### config.mk
export PLATFORM = sky130hd
export DESIGN_NAME = ysyx_25060166_regfile_scb_flat
export DESIGN_NICKNAME = d
export VERILOG_FILES = /design/src/rtl/ysyx_25060166_regfile_scb_pkg.sv /design/src/rtl/ysyx_25060166_regfile_scb_if.sv /design/src/rtl/ysyx_25060166_regfile_scb_cnt.sv /design/src/rtl/ysyx_25060166_regfile_scb.sv /design/src/flat_wrapper.sv
export SDC_FILE = /design/constraint.sdc
export NUM_CORES = 2
export LEC_CHECK = 0
export CORE_UTILIZATION = 27
export CTS_CLUSTER_SIZE = 10
export DETAILED_ROUTE_END_ITERATION = 8
export PLACE_DENSITY = 0.49
export SYNTH_ARGS = -nofsm -noshare
export SYNTH_HDL_FRONTEND = slang
export SYNTH_SLANG_ARGS = --single-unit
### constraint.sdc
create_clock -name clk -period 5.35 [get_ports clk]
set_clock_uncertainty 0.1 [all_clocks]
set_input_delay 1.07 -clock clk [delete_from_list [all_inputs] [get_ports clk]]
set_output_delay 1.07 -clock clk [all_outputs]
set_load 0.005 [all_outputs]
### src/rtl/ysyx_25060166_regfile_scb_pkg.sv
// ysyx_25060166_regfile_scb_pkg: shared sizes, register-address type and address-range helper
package ysyx_25060166_regfile_scb_pkg;

    localparam int RF_WIDTH   = 32;
    localparam int RF_REG_NUM = 16;
    localparam int AW         = 5;
    localparam int RF_CNT_W   = 2;

    typedef logic [AW-1:0] reg_addr_t;

    // True for a register that physically exists and is not the hard-wired x0.
    function automatic logic valid_rd(input reg_addr_t a, input int reg_num);
        return (a != '0) && (int'(a) < reg_num);
    endfunction

endpackage

### src/rtl/ysyx_25060166_regfile_scb_if.sv
// ysyx_25060166_regfile_scb_if: read, issue, writeback and flush bundle between ID/WB and the register file
// master: pipeline side (drives addresses, issue, writebacks, flush)
// slave : register file side (returns read data, busy flags, issue ready)
interface ysyx_25060166_regfile_scb_if
    import ysyx_25060166_regfile_scb_pkg::*;
#(
    parameter int WIDTH = RF_WIDTH,
    parameter int NR_RD = 2
) ();
    logic [NR_RD*AW-1:0]    rd_addr;
    logic [NR_RD*WIDTH-1:0] rd_data;
    logic [NR_RD-1:0]       rd_busy;
    logic                   iss_valid;
    reg_addr_t              iss_rd;
    logic                   iss_ready;
    logic                   wb0_en;
    reg_addr_t              wb0_rd;
    logic [WIDTH-1:0]       wb0_data;
    logic                   wb0_clr;
    logic                   wb1_en;
    reg_addr_t              wb1_rd;
    logic [WIDTH-1:0]       wb1_data;
    logic                   wb1_clr;
    logic                   flush;

    modport master (
        output rd_addr, iss_valid, iss_rd, wb0_en, wb0_rd, wb0_data, wb0_clr,
               wb1_en, wb1_rd, wb1_data, wb1_clr, flush,
        input  rd_data, rd_busy, iss_ready
    );

    modport slave (
        input  rd_addr, iss_valid, iss_rd, wb0_en, wb0_rd, wb0_data, wb0_clr,
               wb1_en, wb1_rd, wb1_data, wb1_clr, flush,
        output rd_data, rd_busy, iss_ready
    );
endinterface

### src/rtl/ysyx_25060166_regfile_scb_cnt.sv
// ysyx_25060166_scb_cnt: per-register outstanding-producer counter with one increment and two decrements per cycle
// inc_i         : issue of a new producer
// dec0_i/dec1_i : retirement of a producer on writeback port 0/1
// clr_i         : pipeline flush, clears the count
// sat_o / nz_o  : count at maximum / count nonzero (from the registered count)
module ysyx_25060166_scb_cnt #(
    parameter int CNT_W = 2
) (
    input  logic clk,
    input  logic rst,
    input  logic inc_i,
    input  logic dec0_i,
    input  logic dec1_i,
    input  logic clr_i,
    output logic sat_o,
    output logic nz_o
);
    logic [CNT_W-1:0] cnt_q, cnt_d;
    logic [CNT_W+1:0] sum;

    // Two guard bits: top bit flags underflow, next one flags overflow.
    always_comb begin
        sum   = {2'b00, cnt_q} + (CNT_W+2)'(inc_i) - (CNT_W+2)'(dec0_i) - (CNT_W+2)'(dec1_i);
        cnt_d = clr_i ? '0 : sum[CNT_W+1] ? '0 : sum[CNT_W] ? '1 : sum[CNT_W-1:0];
    end

    always_ff @(posedge clk) begin
        if (rst) cnt_q <= '0;
        else     cnt_q <= cnt_d;
    end

    assign sat_o = &cnt_q;
    assign nz_o  = |cnt_q;

    // Retiring more producers than are in flight is a pipeline protocol error.
    a_no_underflow: assert property (@(posedge clk) disable iff (rst || clr_i) !sum[CNT_W+1]);

endmodule

### src/rtl/ysyx_25060166_regfile_scb.sv
// ysyx_25060166_regfile_scb: GPR file with two prioritised writeback ports, optional bypass and issue scoreboard
// clk, rst : clock, synchronous active-high reset
// rf       : slave side of the register-file bundle (reads, issue, writebacks, flush)
module ysyx_25060166_regfile_scb
    import ysyx_25060166_regfile_scb_pkg::*;
#(
    parameter int WIDTH   = RF_WIDTH,
    parameter int REG_NUM = RF_REG_NUM,
    parameter int NR_RD   = 2,
    parameter int BYPASS  = 1,
    parameter int CNT_W   = RF_CNT_W
) (
    input logic                        clk,
    input logic                        rst,
    ysyx_25060166_regfile_scb_if.slave rf
);
    logic [WIDTH-1:0]   regs_q [1:REG_NUM-1];
    logic [WIDTH-1:0]   regs_d [1:REG_NUM-1];
    logic [REG_NUM-1:1] sat_v, nz_v;
    logic               sat_sel;

    // Port 1 (LSU) wins when both writebacks target the same register.
    always_comb begin
        for (int r = 1; r < REG_NUM; r++)
            regs_d[r] = (rf.wb1_en && rf.wb1_rd == AW'(r)) ? rf.wb1_data :
                        (rf.wb0_en && rf.wb0_rd == AW'(r)) ? rf.wb0_data : regs_q[r];
    end

    always_ff @(posedge clk) begin
        for (int r = 1; r < REG_NUM; r++)
            regs_q[r] <= rst ? '0 : regs_d[r];
    end

    // A flush drops any issue arriving on the same edge.
    for (genvar r = 1; r < REG_NUM; r++) begin : g_cnt
        ysyx_25060166_scb_cnt #(.CNT_W(CNT_W)) u_cnt (
            .clk    (clk),
            .rst    (rst),
            .inc_i  (rf.iss_valid && rf.iss_ready && !rf.flush && rf.iss_rd == AW'(r)),
            .dec0_i (rf.wb0_clr && rf.wb0_rd == AW'(r)),
            .dec1_i (rf.wb1_clr && rf.wb1_rd == AW'(r)),
            .clr_i  (rf.flush),
            .sat_o  (sat_v[r]),
            .nz_o   (nz_v[r])
        );
    end

    // x0 and nonexistent registers select nothing, so they never stall.
    always_comb begin
        sat_sel = 1'b0;
        for (int r = 1; r < REG_NUM; r++)
            if (rf.iss_rd == AW'(r)) sat_sel = sat_v[r];
    end

    assign rf.iss_ready = !sat_sel;

    for (genvar k = 0; k < NR_RD; k++) begin : g_rd
        reg_addr_t        a;
        logic [WIDTH-1:0] v;
        logic             b;
        assign a = rf.rd_addr[AW*k +: AW];
        // Busy follows the registered count even when bypass forwards the data.
        always_comb begin
            v = '0;
            b = 1'b0;
            for (int r = 1; r < REG_NUM; r++)
                if (a == AW'(r)) begin
                    v = regs_q[r];
                    b = nz_v[r];
                end
            if (BYPASS != 0 && valid_rd(a, REG_NUM)) begin
                if (rf.wb0_en && rf.wb0_rd == a) v = rf.wb0_data;
                if (rf.wb1_en && rf.wb1_rd == a) v = rf.wb1_data;
            end
        end
        assign rf.rd_data[WIDTH*k +: WIDTH] = v;
        assign rf.rd_busy[k]                = b;
    end

endmodule

### src/flat_wrapper.sv
// flat-port wrapper written by rule: the top's interface ports become plain ports
module ysyx_25060166_regfile_scb_flat import ysyx_25060166_regfile_scb_pkg::*;
#(
    parameter int WIDTH   = RF_WIDTH,
    parameter int REG_NUM = RF_REG_NUM,
    parameter int NR_RD   = 2,
    parameter int BYPASS  = 1,
    parameter int CNT_W   = RF_CNT_W
)
  (clk, rst, rf_rd_addr, rf_iss_valid, rf_iss_rd, rf_wb0_en, rf_wb0_rd, rf_wb0_data, rf_wb0_clr, rf_wb1_en, rf_wb1_rd, rf_wb1_data, rf_wb1_clr, rf_flush, rf_rd_data, rf_rd_busy, rf_iss_ready);
  ysyx_25060166_regfile_scb_if #(.WIDTH(WIDTH), .NR_RD(NR_RD)) rf_i ();
  input logic clk;
  input logic rst;
  input wire logic [$bits(rf_i.rd_addr)-1:0] rf_rd_addr;
  input wire logic [$bits(rf_i.iss_valid)-1:0] rf_iss_valid;
  input wire logic [$bits(rf_i.iss_rd)-1:0] rf_iss_rd;
  input wire logic [$bits(rf_i.wb0_en)-1:0] rf_wb0_en;
  input wire logic [$bits(rf_i.wb0_rd)-1:0] rf_wb0_rd;
  input wire logic [$bits(rf_i.wb0_data)-1:0] rf_wb0_data;
  input wire logic [$bits(rf_i.wb0_clr)-1:0] rf_wb0_clr;
  input wire logic [$bits(rf_i.wb1_en)-1:0] rf_wb1_en;
  input wire logic [$bits(rf_i.wb1_rd)-1:0] rf_wb1_rd;
  input wire logic [$bits(rf_i.wb1_data)-1:0] rf_wb1_data;
  input wire logic [$bits(rf_i.wb1_clr)-1:0] rf_wb1_clr;
  input wire logic [$bits(rf_i.flush)-1:0] rf_flush;
  output wire logic [$bits(rf_i.rd_data)-1:0] rf_rd_data;
  output wire logic [$bits(rf_i.rd_busy)-1:0] rf_rd_busy;
  output wire logic [$bits(rf_i.iss_ready)-1:0] rf_iss_ready;
  assign rf_i.rd_addr = rf_rd_addr;
  assign rf_i.iss_valid = rf_iss_valid;
  assign rf_i.iss_rd = rf_iss_rd;
  assign rf_i.wb0_en = rf_wb0_en;
  assign rf_i.wb0_rd = rf_wb0_rd;
  assign rf_i.wb0_data = rf_wb0_data;
  assign rf_i.wb0_clr = rf_wb0_clr;
  assign rf_i.wb1_en = rf_wb1_en;
  assign rf_i.wb1_rd = rf_wb1_rd;
  assign rf_i.wb1_data = rf_wb1_data;
  assign rf_i.wb1_clr = rf_wb1_clr;
  assign rf_i.flush = rf_flush;
  assign rf_rd_data = rf_i.rd_data;
  assign rf_rd_busy = rf_i.rd_busy;
  assign rf_iss_ready = rf_i.iss_ready;
  ysyx_25060166_regfile_scb #(.WIDTH(WIDTH), .REG_NUM(REG_NUM), .NR_RD(NR_RD), .BYPASS(BYPASS), .CNT_W(CNT_W)) u_core (.clk(clk), .rst(rst), .rf(rf_i));
endmodule
; After elaboration in Yosys (flattened, before gate mapping)
; Memories as Yosys holds them, arrays and structs flattened.
; Index checks and enable logic that the tools add are counted.
[op_classes]
n_mux = 141
n_reduce_logical = 132
n_lt_le_gt_ge = 2
n_eq_ne = 79
add_sub_neg = 45
[ops]
columns = cell, count
row1 = 2-to-1 mux 32 bit, 81
row2 = "== test 5 x 4 -> 1 bit, second input constant", 40
row3 = subtractor 4 x 1 -> 4 bit, 30
row4 = "== test 5 x 3 -> 1 bit, second input constant", 20
row5 = logical AND 1 bit, 83
row6 = "== test 5 x 2 -> 1 bit, second input constant", 10
row7 = adder 2 x 1 -> 3 bit, 15
row8 = 2-to-1 mux 1 bit, 45
row9 = OR reduction 3 bit, 15
row10 = 2-to-1 mux 2 bit, 15
row11 = AND reduction 2 bit, 15
row12 = OR reduction 2 bit, 15
row13 = "== test 5 x 1 -> 1 bit, second input constant", 5
row14 = == test 5 bit, 4
row15 = "< comparator 5 bit, second input constant", 2
row16 = nonzero test 5 bit, 2
row17 = logical NOT 1 bit, 2
[word_totals]
input_bits = 97
n_memories = 1
reg_bits = 30
output_inout_bits = 67
ramBits = 480
word_cells = 415
[memory_table]
columns = memory, words, width, read_ports, rd_clocked_by_memory_dff, write_ports, line
row1 = u_core.regs_q, 15, 32, 15, 0, 15, ysyx_25060166_regfile_scb.sv:17  ; logic [WIDTH-1:0] regs_q [1:REG_NUM-1];

; Longest topological paths before layout
[depth]
word_depth = 24
mapped_depth = 15
depth_no_buf = 13

; Hierarchy
; From an unflattened synthesis, not the netlist that was laid out.
[unflattened]
hier_cells = 4484
hier_area_um2 = 35703.0
[by_module_without_submodules]
columns = module, seq_area_each_um2, area_per_inst_um2, cells_each, n_inst
row1 = ysyx_25060166_regfile_scb, 9609.2, 33094.2, 4184, 1
row2 = ysyx_25060166_scb_cnt, 40.0, 173.9, 20, 15

; Least setup slack after synthesis
; Ideal clock, no wire load.
[synth_timing]
path_type = input port to flip-flop
from = in rf_iss_rd[2]
to = reg u_core.g_cnt[10].u_cnt.cnt_q[1]
required_ns = 5.159
path_stages = 15
path_buffers = 3
setup_ns = 0.091
path_slack_ns = 1.050
t_arrival_ns = 4.109
path_cell_list = clkbuf_1 > or3b_2 > clkbuf_1 > or4_1 > o211a_1 > nand2_1 > buf_2 > nor3_1 > ha_1 > inv_1 > fa_1 > ha_1 > nand2b_1 > a21oi_1 > a311oi_1
[synth_between]
elab_chain_cells = 24
elab_cells_between_ends = 39
classes_between = add/sub: 3 / eq/ne: 15 / mux: 16 / reduce/logical: 5
[synth_lines]
columns = element, line
row1 = from (decl), flat_wrapper.sv:16  ; input wire logic [$bits(rf_i.iss_rd)-1:0] rf_iss_rd;
row2 = == test 5 x 1 -> 1 bit, ysyx_25060166_regfile_scb.sv:52  ; if (rf.iss_rd == AW'(r)) sat_sel = sat_v[r];
row3 = 2-to-1 mux 1 bit (15 in series), ysyx_25060166_regfile_scb.sv:52
row4 = logical NOT 1 bit, ysyx_25060166_regfile_scb.sv:55  ; assign rf.iss_ready = !sat_sel;
row5 = logical AND 1 bit (2 in series), ysyx_25060166_regfile_scb.sv:39  ; .inc_i (rf.iss_valid && rf.iss_ready && !rf.flush && rf.iss_rd == AW'(r)),
row6 = logical AND 1 bit (*), ysyx_25060166_regfile_scb.sv:39
row7 = adder 2 x 1 -> 3 bit (*), ysyx_25060166_regfile_scb_cnt.sv:23  ; sum = {2'b00, cnt_q} + (CNT_W+2)'(inc_i) - (CNT_W+2)'(dec0_i) - (CNT_W+2)'(dec1_i);
row8 = subtractor 4 x 1 -> 4 bit (*) (2 in series), ysyx_25060166_regfile_scb_cnt.sv:23
row9 = OR reduction 3 bit (no source line) / 2-to-1 mux 2 bit (equally long branches), --
row10 = to (signal assigned), ysyx_25060166_regfile_scb_cnt.sv:29  ; else cnt_q <= cnt_d;
row11 = to (decl), ysyx_25060166_regfile_scb_cnt.sv:18  ; logic [CNT_W-1:0] cnt_q, cnt_d;
; Every way passes the cells marked *; elsewhere a longest branch is shown, timed or not.
; A chain may end at the register's enable or synchronous reset.

; Final worst setup path
[layout_timing]
from = in rf_rd_addr[7]
to = out rf_rd_data[54]
[layout_between]
elab_chain_cells = 19
elab_cells_between_ends = 40
classes_between = order compare: 1 / eq/ne: 17 / mux: 18 / reduce/logical: 4
[layout_lines]
columns = element, line
row1 = from (decl), flat_wrapper.sv:14  ; input wire logic [$bits(rf_i.rd_addr)-1:0] rf_rd_addr;
row2 = == test 5 x 1 -> 1 bit, ysyx_25060166_regfile_scb.sv:67  ; if (a == AW'(r)) begin
row3 = 2-to-1 mux 32 bit (15 in series), ysyx_25060166_regfile_scb.sv:67
row4 = 2-to-1 mux 32 bit, ysyx_25060166_regfile_scb.sv:72  ; if (rf.wb0_en && rf.wb0_rd == a) v = rf.wb0_data;
row5 = 2-to-1 mux 32 bit, ysyx_25060166_regfile_scb.sv:73  ; if (rf.wb1_en && rf.wb1_rd == a) v = rf.wb1_data;
row6 = 2-to-1 mux 32 bit (*), ysyx_25060166_regfile_scb.sv:71  ; if (BYPASS != 0 && valid_rd(a, REG_NUM)) begin
row7 = to (decl), flat_wrapper.sv:26  ; output wire logic [$bits(rf_i.rd_data)-1:0] rf_rd_data;
; Marked as above.

==> out/metrics.json <==
{
  "clocking": {
    "clockRootBuffer": "clkbuf_16",
    "worstSkewPairLatency_ns": 0.67,
    "cts_tree": "yes",
    "clock_sinks": 510,
    "holdBufCountCts": 0,
    "cts-htree-levels": 3,
    "clk_transition_reported_paths_ns": 0.06,
    "cts_inserted_buffers": 69,
    "max_root_sink_buffers": 3
  },
  "setup_path": {
    "worst-r2r-setup-slack_ns": 2.03,
    "critPathMaxFanout": 24,
    "worstPathArrival_ns": 4.24,
    "timing.critical_path.depth": 11,
    "worst_setup_path_startpoint": "rf_rd_addr[7]",
    "cp_cell_sequence": "buf_4, nor3_2, and2_1, buf_4, a221oi_1, nor2_1, buf_4, o21ai_0, a311oi_4, buf_4, clkdlybuf4s50_1",
    "crit_buf_inv": 5,
    "slowest_delay_ns": 0.69,
    "slowest_stage": "a221oi_1",
    "crit_family": "buffers and inverters",
    "timing.critical_path.from_type": "input port",
    "worst_r2r_startpoint": "u_core.g_cnt[12].u_cnt.cnt_q[1]",
    "r2r_cells": 14,
    "crit_required_ns": 4.18,
    "criticalPathCategory": "in2out",
    "crit-reg2reg-capture": "u_core.g_cnt[10].u_cnt.cnt_q[1]",
    "crit_path_end_kind": "output pin",
    "path_common_cell": "buf_4",
    "timing.critical_path.to": "rf_rd_data[54]"
  },
  "power": {
    "switchingPower_mw": 3.49,
    "p_per_area_nw_per_um2": 238,
    "switching_share_pct": 32.4,
    "max-vdd-ir-drop_mv": 0.167,
    "leakagePower_nw": 16.3,
    "total_power_mw": 10.8,
    "power_frac_seq_pct": 36.9,
    "combPwrFrac_pct": 18.8,
    "clock_power_share_pct": 44.3,
    "internal-power_mw": 7.28
  },
  "sta": {
    "max_clock_freq_mhz": 185,
    "setup_viol_count_final": 6,
    "setup_ws_ns": -0.0627,
    "timing.final.max_slew_violations": 0,
    "grt_setup_unrepaired": "no",
    "fin_tns_setup_ns": -0.128,
    "fin_worst_hold_slack_ns": 0.468,
    "post-route-period-util_pct": 101,
    "finalHoldViolations": 0,
    "relSlewSlack_pct": 23.9,
    "pin_slew_with_the_least_headroom_to_its_limit_ns": 1.13,
    "fin_crit_ns": 5.41
  },
  "floorplanning": {
    "row_count": 132,
    "core_area_sq_um": 130000,
    "die_height_um": 364,
    "die_area_sq_um": 133000,
    "floorplan.initialDensity_pct": 27.3,
    "boundaryPins": 164,
    "die_x_um": 364
  },
  "detailed_routing": {
    "route.final.wire_length_mm": 241,
    "antenna_left": 0,
    "drc": 0,
    "drt_pre_antenna_iters": 8,
    "wire_per_inst_um": 36.9,
    "detail_route.iter0.violations": 6443,
    "drt-vias-per-instance": 6.28,
    "routed-via-count": 41100
  },
  "synth": {
    "synth_compound_area_share_pct": 31.0,
    "synth-seq-area-share_pct": 28.8,
    "synth_cell_types": 88,
    "syn-mean-instance-area_sq_um": 8.00,
    "main_combinational_cell_family_by_area_after_synthesis": "compound AO/OA/AOI/OAI gates",
    "synthesis.yosys.warnings": 0,
    "synth-simple-area-share_pct": 14.9,
    "synth-xor-area-share_pct": 0.840,
    "synth_ff_type": "dfxtp_1",
    "number_of_enable_flip_flop_cells_after_synthesis": 0,
    "synthesis.nets": 4588,
    "syn-instance-count": 4431,
    "post_synth_mux_area_share_pct": 15.2,
    "synthesized_flop_and_latch_total": 510,
    "netlist_area_sq_um": 35400,
    "synth_async_sr_flop_share_pct": 0,
    "post_synth_adder_cell_area_pct": 2.44
  },
  "finish": {
    "n_fill_cell": 13700,
    "fin_util_pct": 34.8,
    "design_area_sq_um": 45200,
    "layout.nets": 4920,
    "seq_area_sq_um": 10200,
    "share_of_final_layout_standard_cells_stronger_than_drive_strength_1_pct": 18.5,
    "synthToLayoutAreaGrowth_pct": 27.5,
    "multi_input_area_sq_um": 23200
  },
  "place": {
    "port_buffers": 163,
    "routabilityCongestion": 1.07,
    "placement.cell_area_sq_um": 42700,
    "dpl.hpwl_mm": 181
  },
  "worst_hold_path": {
    "hold_class": "reg2reg"
  },
  "grt": {
    "grt_max_degree": 159,
    "grt_first_pass_wirelength_mm": 326,
    "vias_in_the_first_global_route": 37800,
    "global_route.usage.total_pct": 35.2,
    "grt_antenna_before_repair": 18,
    "grt_overflow_total": 0
  },
  "run_status": {
    "run_status": "finished with violations",
    "violations": "setup timing"
  },
  "run": {
    "drv.max_cap_violation_count": 0
  }
}
[synthesized netlist by cell type (14+ instances only)]
master     instances  area, sq um
a222oi_1          25          250
xnor2_1           29          254
a21o_1            28          210
nand3b_1          22          165
buf_4             17          128
nand2b_1          36          225
nor2_1           707         2650
a2bb2oi_1         44          385
o221ai_1          52          455
inv_1             54          203
buf_1             57          214
o22a_1            57          499
buf_2             95          475
fa_1              15          300
o2bb2ai_1         37          324
mux2i_1          523         5240
a21oi_1          235         1180
a22o_1            33          289
and3_1            14         87.6
or3_1             25          156
a22oi_1           51          383
o211ai_1          20          150
o21ai_0          172          861
dfxtp_1          510        10200
a311oi_1          16          140
ha_1              45          563
nand2_1          155          582
nor2b_1           23          144
a211oi_1         501         3760
nand3_1           38          190
clkbuf_1         359         1350
nor3_1            52          260
o22ai_1           71          444
a221oi_1          55          482
[routing by layer]
layer | share of wire [%] | wire [um] | GRT usage, % | up-vias
li1 | - | - | - | 17300
met1 | 44 | 105000 | 49.1 | 20400
met2 | 39 | 94000 | 47.8 | 2838
met3 | 12 | 30100 | 12.0 | 568
met4 | 5.0 | 12200 | 16.2 | 12
met5 | 0.032 | 78 | 0 | -
[per-stage QoR]
stage | cells | setup slack (ns)
final | 6552 | -0.0627
after global routing | 6551 | 0.000364
after CTS | 6549 | 0.00795
after detailed placement | 6429 | -0.613
after global placement | 6429 | -0.636
after floorplan | 4431 | 1.05
[how the worst min path moves through the flow]
stage	endpoint	from	slack, ns	cells after the start
after floorplan	u_core.regs_q[1][207]	u_core.regs_q[1][207]	0.42	2
after global placement	u_core.regs_q[1][141]	u_core.regs_q[1][141]	0.44	2
after detailed placement	u_core.regs_q[1][139]	u_core.regs_q[1][139]	0.45	2
after CTS	u_core.regs_q[1][102]	u_core.regs_q[1][102]	0.46	2
after global routing	u_core.regs_q[0][195]	u_core.regs_q[0][195]	0.50	2
final	u_core.regs_q[1][139]	u_core.regs_q[1][139]	0.47	2
[worst min-delay path: stages (launching register included)]
cell and delay (ns):
dfxtp_1 0.31, mux2i_1 0.12, a211oi_1 0.08
[what timing repair did]
item,in CTS,in global routing
pin swaps,7,3
setup buffers,4,1
gates resized for setup,44,23
endpoints found under the setup margin,56,18
gates cloned,0,0
[power by group through the flow]
stage | combinational (mW) | sequential [mW] | clock, mW
6_report | 2.03 | 3.97 | 4.77
5_1_grt | 2.05 | 3.97 | 4.93
4_1_cts | 1.93 | 3.96 | 4.80
3_5_place_dp | 1.91 | 4.04 | 0
3_3_place_gp | 1.91 | 4.05 | 0
2_1_floorplan | 0.831 | 4.00 | 0
[cell type report]
type                       count  area share, %
timing repair buffer         794           15.9
inverter                      56          0.465
clock buffer                  98           4.39
antenna                        2         0.0111
tap                         1742           4.82
multi-input combinational   3332           51.4
sequential                   510           22.6
clock inverter                18          0.465
[flip-flops by register name, summed over array words and instances (netlist names)]
register                  flops
u_core.g_cnt.u_cnt.cnt_q     30
u_core.regs_q               480
[layout by cell type, fill, tap and decap left out, types with 17 or more instances in the layout]
| cell | netlist | routed |
|---|---|---|
| nand2_2 | 1 | 17 |
| a21oi_1 | 235 | 230 |
| nor2b_1 | 23 | 18 |
| nand2_1 | 155 | 138 |
| nand3b_1 | 22 | 22 |
| a222oi_1 | 25 | 25 |
| a2bb2oi_1 | 44 | 36 |
| a21o_1 | 28 | 28 |
| mux2i_1 | 523 | 523 |
| nor3_1 | 52 | 47 |
| o2bb2ai_1 | 37 | 37 |
| inv_1 | 54 | 54 |
| clkbuf_16 | 0 | 69 |
| a22oi_1 | 51 | 50 |
| nand3_1 | 38 | 36 |
| nand2b_1 | 36 | 34 |
| a211oi_1 | 501 | 499 |
| buf_12 | 0 | 65 |
| o22a_1 | 57 | 57 |
| xnor2_1 | 29 | 29 |
| buf_4 | 17 | 562 |
| clkdlybuf4s50_1 | 0 | 144 |
| o22ai_1 | 71 | 71 |
| or3_1 | 25 | 25 |
| nor2_1 | 707 | 688 |
| o21ai_0 | 172 | 170 |
| o221ai_1 | 52 | 51 |
| a221oi_1 | 55 | 54 |
| a22o_1 | 33 | 33 |
| ha_1 | 45 | 45 |
| o211ai_1 | 20 | 20 |
| dfxtp_1 | 510 | 510 |
[cell families after synthesis]
| kind of cell | after synthesis |
|---|---|
| adder cells (fa/ha/maj) | 60 |
| buffers and inverters | 589 |
| XOR/XNOR | 34 |
| AND/OR/NAND/NOR | 1173 |
| flip-flops | 510 |
| AO/OA/AOI/OAI | 1529 |
| multiplexers | 536 |
Power figures use the tool's default switching activity.
